$ cat src/rtl/dram_sc_rep_pkg.sv
// Shared defaults and the request record for the DRAM/scbuf repeater slice.
package dram_sc_rep_pkg;

  localparam int DATA_W_DEF    = 128;
  localparam int ECC_W_DEF     = 28;
  localparam int STAGES_DEF    = 2;
  localparam int REQ_DEPTH_DEF = 4;
  localparam int CNT_W_DEF     = 8;

  // One queued sctag->DRAM request: write flag, read id and line address.
  typedef struct packed {
    logic        wr;
    logic [2:0]  id;
    logic [39:5] addr;
  } req_t;

  localparam int REQ_W = $bits(req_t);

endpackage

$ cat src/rtl/dram_sc_rep_fifo.sv
// Registered-output request FIFO: no fall-through, ready from count only.
module dram_sc_rep_fifo
  import dram_sc_rep_pkg::*;
#(
  parameter int WIDTH = REQ_W,
  parameter int DEPTH = REQ_DEPTH_DEF
) (
  input  logic             clk,
  input  logic             rst_n,
  input  logic             push_req,
  input  logic [WIDTH-1:0] push_data,
  output logic             push_rdy,
  input  logic             pop_req,
  output logic             head_vld,
  output logic [WIDTH-1:0] head_data
);

  localparam int AW = $clog2(DEPTH);
  localparam logic [AW:0] FULL = DEPTH[AW:0];

  logic [WIDTH-1:0] mem [DEPTH];
  logic [AW-1:0]    wptr;
  logic [AW-1:0]    rptr;
  logic [AW:0]      count;
  logic             push;
  logic             pop;

  // Ready never looks at the pop, so a full FIFO refuses a push even when
  // the head leaves in the same cycle.
  assign push_rdy  = (count < FULL);
  assign head_vld  = (count != '0);
  assign push      = push_req & push_rdy;
  assign pop       = pop_req & head_vld;
  assign head_data = mem[rptr];

  // Storage is not reset; head fields are meaningless while head_vld is low.
  always_ff @(posedge clk) begin
    if (push) begin
      mem[wptr] <= push_data;
    end
  end

  // Pointers wrap naturally because DEPTH is a power of two.
  always_ff @(posedge clk or negedge rst_n) begin
    if (!rst_n) begin
      wptr  <= '0;
      rptr  <= '0;
      count <= '0;
    end else begin
      if (push) begin
        wptr <= wptr + 1'b1;
      end
      if (pop) begin
        rptr <= rptr + 1'b1;
      end
      case ({push, pop})
        2'b10:   count <= count + 1'b1;
        2'b01:   count <= count - 1'b1;
        default: count <= count;
      endcase
    end
  end

endmodule

$ cat src/rtl/dram_sc_rep_pipe.sv
// DRAM<->scbuf/sctag repeater: staged read-return path with ECC error
// counters, plus a request FIFO toward the DRAM controller.
module dram_sc_rep_pipe
  import dram_sc_rep_pkg::*;
#(
  parameter int DATA_W    = DATA_W_DEF,
  parameter int ECC_W     = ECC_W_DEF,
  parameter int STAGES    = STAGES_DEF,
  parameter int REQ_DEPTH = REQ_DEPTH_DEF,
  parameter int CNT_W     = CNT_W_DEF
) (
  input  logic              rclk,
  input  logic              arst_l,
  // read return path
  input  logic [DATA_W-1:0] dram_scbuf_data_r2,
  input  logic [ECC_W-1:0]  dram_scbuf_ecc_r2,
  input  logic              dram_scbuf_vld_r2,
  output logic [DATA_W-1:0] dram_scbuf_data_r2_buf,
  output logic [ECC_W-1:0]  dram_scbuf_ecc_r2_buf,
  output logic              dram_scbuf_vld_r2_buf,
  // ECC error flags
  input  logic              dram_sctag_secc_err_r2,
  input  logic              dram_sctag_mecc_err_r2,
  output logic              dram_sctag_secc_err_r2_buf,
  output logic              dram_sctag_mecc_err_r2_buf,
  // request path
  input  logic              sctag_dram_req_vld,
  input  logic              sctag_dram_req_wr,
  input  logic [2:0]        sctag_dram_rd_req_id,
  input  logic [39:5]       sctag_dram_addr,
  output logic              sctag_dram_req_rdy,
  output logic              sctag_dram_req_vld_buf,
  output logic              sctag_dram_req_wr_buf,
  output logic [2:0]        sctag_dram_rd_req_id_buf,
  output logic [39:5]       sctag_dram_addr_buf,
  input  logic              sctag_dram_req_rdy_buf,
  // error counters
  input  logic              err_cnt_clr,
  output logic [CNT_W-1:0]  secc_cnt,
  output logic [CNT_W-1:0]  mecc_cnt
);

  // Saturating increment: the counter sticks at all-ones.
  function automatic logic [CNT_W-1:0] sat_inc(input logic [CNT_W-1:0] v);
    return (&v) ? v : v + 1'b1;
  endfunction

  // Stage registers, index 0 nearest the inputs.
  logic              vld_p  [STAGES];
  logic              secc_p [STAGES];
  logic              mecc_p [STAGES];
  logic [DATA_W-1:0] data_p [STAGES];
  logic [ECC_W-1:0]  ecc_p  [STAGES];

  // Return pipeline: flags move every cycle, data/ecc only follow a valid
  // beat so the output holds the last delivered word between beats.
  always_ff @(posedge rclk or negedge arst_l) begin
    if (!arst_l) begin
      for (int s = 0; s < STAGES; s++) begin
        vld_p[s]  <= 1'b0;
        secc_p[s] <= 1'b0;
        mecc_p[s] <= 1'b0;
        data_p[s] <= '0;
        ecc_p[s]  <= '0;
      end
    end else begin
      vld_p[0]  <= dram_scbuf_vld_r2;
      secc_p[0] <= dram_sctag_secc_err_r2;
      mecc_p[0] <= dram_sctag_mecc_err_r2;
      if (dram_scbuf_vld_r2) begin
        data_p[0] <= dram_scbuf_data_r2;
        ecc_p[0]  <= dram_scbuf_ecc_r2;
      end
      for (int s = 1; s < STAGES; s++) begin
        vld_p[s]  <= vld_p[s-1];
        secc_p[s] <= secc_p[s-1];
        mecc_p[s] <= mecc_p[s-1];
        if (vld_p[s-1]) begin
          data_p[s] <= data_p[s-1];
          ecc_p[s]  <= ecc_p[s-1];
        end
      end
    end
  end

  assign dram_scbuf_vld_r2_buf      = vld_p[STAGES-1];
  assign dram_scbuf_data_r2_buf     = data_p[STAGES-1];
  assign dram_scbuf_ecc_r2_buf      = ecc_p[STAGES-1];
  assign dram_sctag_secc_err_r2_buf = secc_p[STAGES-1];
  assign dram_sctag_mecc_err_r2_buf = mecc_p[STAGES-1];

  // Error counters count flags as seen on the buffered outputs, whether or
  // not a data beat accompanied them; clear wins over a same-cycle hit.
  always_ff @(posedge rclk or negedge arst_l) begin
    if (!arst_l) begin
      secc_cnt <= '0;
      mecc_cnt <= '0;
    end else if (err_cnt_clr) begin
      secc_cnt <= '0;
      mecc_cnt <= '0;
    end else begin
      if (dram_sctag_secc_err_r2_buf) begin
        secc_cnt <= sat_inc(secc_cnt);
      end
      if (dram_sctag_mecc_err_r2_buf) begin
        mecc_cnt <= sat_inc(mecc_cnt);
      end
    end
  end

  req_t push_rec;
  req_t head_rec;

  assign push_rec.wr   = sctag_dram_req_wr;
  assign push_rec.id   = sctag_dram_rd_req_id;
  assign push_rec.addr = sctag_dram_addr;

  dram_sc_rep_fifo #(
    .WIDTH (REQ_W),
    .DEPTH (REQ_DEPTH)
  ) u_req_fifo (
    .clk       (rclk),
    .rst_n     (arst_l),
    .push_req  (sctag_dram_req_vld),
    .push_data (push_rec),
    .push_rdy  (sctag_dram_req_rdy),
    .pop_req   (sctag_dram_req_rdy_buf),
    .head_vld  (sctag_dram_req_vld_buf),
    .head_data (head_rec)
  );

  assign sctag_dram_req_wr_buf    = head_rec.wr;
  assign sctag_dram_rd_req_id_buf = head_rec.id;
  assign sctag_dram_addr_buf      = head_rec.addr;

endmodule

$ cat config.mk
export PLATFORM = sky130hd
export DESIGN_NAME = dram_sc_rep_pipe
export DESIGN_NICKNAME = d
export VERILOG_FILES = /design/src/rtl/dram_sc_rep_pkg.sv /design/src/rtl/dram_sc_rep_fifo.sv /design/src/rtl/dram_sc_rep_pipe.sv
export SDC_FILE = /design/constraint.sdc
export NUM_CORES = 1
export LEC_CHECK = 0
export CAP_MARGIN = 5
export CORE_ASPECT_RATIO = 0.8
export CORE_MARGIN = 2
export CORE_UTILIZATION = 45
export DETAILED_ROUTE_END_ITERATION = 10
export PLACE_DENSITY = 0.86
export SLEW_MARGIN = 20
export SYNTH_ARGS = -nofsm -noshare
export SYNTH_HDL_FRONTEND = slang
export SYNTH_SLANG_ARGS = --single-unit
$ cat constraint.sdc
create_clock -name rclk -period 1.9 [get_ports rclk]
set_input_delay 0.285 -clock rclk [delete_from_list [all_inputs] [get_ports rclk]]
set_output_delay 0.285 -clock rclk [all_outputs]
set_load 0.02 [all_outputs]
==> flow_summary_export.csv <==
group,metric,value,unit
outcome,result_of_the_run,"finished, violations left",
outcome,violations,"negative setup slack",
run,drv.max_cap_violation_count,0,
cts,htree_levels,2,
timing,rsz0062_at_grt,"true",
synthesis,synth_area_leaders,"sky130_fd_sc_hd__dfrtp_1 43%, sky130_fd_sc_hd__edfxtp_1 24%, sky130_fd_sc_hd__mux2_2 18%",
synthesis,syn-cell-area,19800,sq um
setup_path,max_stage_delay,0.54,ns
power,worst_case_vdd_ir_drop,785,uV
placement,port_buffers,418,
power,power_per_cell_area,1200,nW/um^2
placement,gpl.final_weighted_congestion,0.828,
timing,skew,0.0205,ns
timing,timing.final.crit_period,2.25,ns
grt,antenna_found_initial,4,
synthesis,yosys.cell_count.top_type,"sky130_fd_sc_hd__dfrtp_1",
setup_path,capture_point_of_the_critical_path,"sctag_dram_rd_req_id_buf[2]",
setup_path,regToRegSetupSlack,0.22,ns
timing,min_period_over_period,118,%
floorplan,chipHeight,192,um
setup_path,critical_path_fanouts_max,6,
setup_path,startpoint,"u_req_fifo.rptr[0]",
synthesis,synth.yosys.warnings,0,
timing,timing_worst_slew_pin_value,0.575,ns
setup_path,critical_path.slowest_cell,"sky130_fd_sc_hd__mux4_2",
detailed_routing,drt_pass1_iterations,7,
synthesis,postSynthAreaPerCell,17.2,sq um
setup_path,worst-endpoint-required,1.62,ns
setup_path,reg2reg_depth,4,
synthesis,post_synth_inst_count,1153,
timing,final.setup.tns,-12.11,ns
timing,final-hold-violation-count,0,
detailed_routing,routed-via-count,10500,
detailed_routing,drc,0,
timing,drv_slew,0,
synthesis,count_of_distinct_cell_types_in_the_synthesized_netlist,41,
floorplan,core.rowCount,68,
detailed_routing,post_drt_wl_per_cell,21.0,um
layout,fillCellCount,3115,
synthesis,synth_top_area_cell,"sky130_fd_sc_hd__dfrtp_1",
cts,clk_pin_slew_worst_paths,0.06,ns
synthesis,synth_largest_type_area_fraction,43.1,%
layout,post-route-util,58.8,%
grt,via_count_of_the_first_global_routing_pass,11600,
layout,multiInputGateArea,5110,sq um
setup_path,reg2reg_from,"mecc_cnt[0]",
min_path,min-delay-path-class,"input pin to register",
floorplan,initial_utilization,45.7,%
synthesis,ys_seq_elements,497,
cts,clock_tree.root_cell,"sky130_fd_sc_hd__clkbuf_16",
synthesis,syn-num-nets,1364,
layout,num-nets-final,1670,
timing,timing.max_slew.rel_slack,61.5,%
floorplan,coreArea,43300,sq um
timing,setup_viol,39,
placement,post-dp-hpwl,29.3,mm
layout,finalInstanceArea,25500,sq um
detailed_routing,route.detailed.vias_per_inst,5.13,
floorplan,pin_count,419,
synthesis,number_of_enable_type_register_cells_in_the_synthesized_netlist,156,
setup_path,cell_by_cell_trace_of_the_critical_path,"buf_12, buf_16, mux4_2, buf_6",
timing,fmax,445,MHz
grt,grt_first_pass_wirelength,66.7,mm
synthesis,netlist_top_cells_count,"341 x sky130_fd_sc_hd__dfrtp_1, 312 x sky130_fd_sc_hd__mux2_2, 164 x sky130_fd_sc_hd__buf_4, 156 x sky130_fd_sc_hd__edfxtp_1, 39 x sky130_fd_sc_hd__mux4_2",
detailed_routing,ant_nets,0,
cts,clock_sinks,497,
setup_path,type_of_the_worst_setup_path,"register to primary output",
cts,worstSkewPairLatency,0.57,ns
setup_path,reg2reg_to,"mecc_cnt[5]",
synthesis,synth_sequential_area_ratio,66.7,%
detailed_routing,detail_route.wirelength,43.2,mm
grt,grt-ovfl-total,0,
cts,tritoncts.num_buffers,48,
layout,final_layout_size_suffix_gt1_share,34.6,%
power,power_leakage,0.0104,uW
detailed_routing,dr.first_iter.drc_count,545,
synthesis,proportion_of_register_bits_with_asynchronous_set_or_reset_after_synthesis,68.6,%
synthesis,synth_flop_cell,"sky130_fd_sc_hd__dfrtp_1",
cts,maximum_clock_path_buffer_count,3,
setup_path,critPathArrivalTime,1.96,ns
timing,setup_slack,-0.347,ns
layout,syn_to_final_growth,28.5,%
floorplan,design.die.area,45700,sq um
layout,regArea,13200,sq um
grt,grtUsageTotal,19.0,%
placement,post_dp_cell_area,23700,sq um
setup_path,worst_setup_path_end_kind,"primary output",
grt,grt_max_degree,78,
setup_path,cp-start-kind,"register",
floorplan,chipWidth,239,um
cts,cts_tree,"done",
[power by group]
group          switching, uW  internal, uW  total [uW]  leakage, uW
registers                654         12500       13100      0.00544
logic                   3800          4230        8030      0.00415
clock network           3970          5360        9330     0.000768
total                   8430         22100       30500       0.0104
[logic make-up (layout without fill, tap and decap cells)]
family / after synthesis / in the layout / synth area share (%)
fa+ha+maj: 8 / 8 / 0.543
simple gates: 52 / 52 / 1.64
compound gates: 24 / 24 / 0.853
xor+xnor: 6 / 6 / 0.265
other cells: 0 / 3 / 0
mux: 356 / 356 / 22.5
flops: 497 / 497 / 66.7
buf+inv: 210 / 552 / 7.46
[worst max-delay path: cells and delay by family, from the launching register on]
kind     cells  cell delay [ns]
buf+inv      3             0.45
flops        1             0.39
mux          1             0.54
[what timing repair did]
| action | CTS | global route |
|---|---|---|
| gates resized for setup | 254 | 40 |
| pin swaps | 0 | 0 |
| setup endpoints to repair | 79 | 66 |
| endpoints found under the hold margin | 94 | 0 |
| hold buffers | 1 | 0 |
| setup buffers | 3 | 1 |
| cloned | 3 | 0 |
[area by class of cell]
class                      instances  area share (%)
multi-input combinational        446            20.1
timing repair buffer             459            19.0
antenna                            3          0.0295
inverter                           7           0.103
tap                              560            2.75
sequential                       497            51.9
clock inverter                    15           0.482
clock buffer                      71            5.62
[state kept, by name, summed over array words and instances (netlist names)]
register and flops:
u_req_fifo.mem 156, data_p 128, dram_scbuf_data_r2_buf 128, dram_scbuf_ecc_r2_buf 28
ecc_p 28, mecc_cnt 8, secc_cnt 8, u_req_fifo.count 3
u_req_fifo.rptr 2, u_req_fifo.wptr 2, dram_scbuf_vld_r2_buf 1, dram_sctag_mecc_err_r2_buf 1
dram_sctag_secc_err_r2_buf 1, mecc_p 1, secc_p 1, vld_p 1
[worst min path at each step]
stage / cells after the start / slack, ns / end / startpoint
finish: 1 / 0.17 / mecc_p[1] / dram_sctag_mecc_err_r2
global route: 1 / 0.15 / mecc_p[1] / dram_sctag_mecc_err_r2
CTS: 1 / 0.13 / mecc_p[1] / dram_sctag_mecc_err_r2
detailed placement: 1 / 0.23 / dram_scbuf_data_r2_buf[64] / arst_l
global placement: 1 / 0.21 / dram_scbuf_ecc_r2_buf[8] / arst_l
floorplan: 0 / -0.01 / data_p[128] / arst_l
[through the flow]
stage | hold slack (ns) | power [uW] | std cells | worst slack [ns]
finish | 0.171 | 30500 | 2058 | -0.347
CTS | 0.131 | 30800 | 2055 | -0.395
global placement | 0.215 | 20800 | 1962 | -0.109
floorplan | -0.0106 | 18000 | 1153 | 0.230
global route | 0.147 | 31800 | 2057 | -0.419
detailed placement | 0.227 | 21000 | 1962 | -0.149
[per-layer routing]
layer  vias to the layer above  GRT usage (%)  share of wire, %
met4                         4           7.12               3.2
met3                        98           7.76                10
li1                       4652              -                 -
met5                         -              0             0.072
met2                       438           30.8                48
met1                      5357           22.9                39
[cells in the final DEF, fill, tap and decap left out, types with 5 or more instances in the layout]
cell type / count
sky130_fd_sc_hd__clkbuf_1: 11
sky130_fd_sc_hd__mux4_2: 39
sky130_fd_sc_hd__and4_1: 5
sky130_fd_sc_hd__ha_1: 7
sky130_fd_sc_hd__mux2_2: 312
sky130_fd_sc_hd__dlygate4sd2_1: 40
sky130_fd_sc_hd__edfxtp_1: 156
sky130_fd_sc_hd__clkbuf_8: 10
sky130_fd_sc_hd__buf_12: 21
sky130_fd_sc_hd__a21oi_1: 7
sky130_fd_sc_hd__clkdlybuf4s50_1: 310
sky130_fd_sc_hd__nand2_1: 6
sky130_fd_sc_hd__clkbuf_16: 50
sky130_fd_sc_hd__dlymetal6s2s_1: 27
sky130_fd_sc_hd__buf_2: 9
sky130_fd_sc_hd__clkinv_2: 6
sky130_fd_sc_hd__buf_6: 31
sky130_fd_sc_hd__nor2b_1: 7
sky130_fd_sc_hd__inv_1: 7
sky130_fd_sc_hd__dfrtp_1: 339
sky130_fd_sc_hd__buf_4: 16
Note: power is estimated with default switching activity, not from simulation.
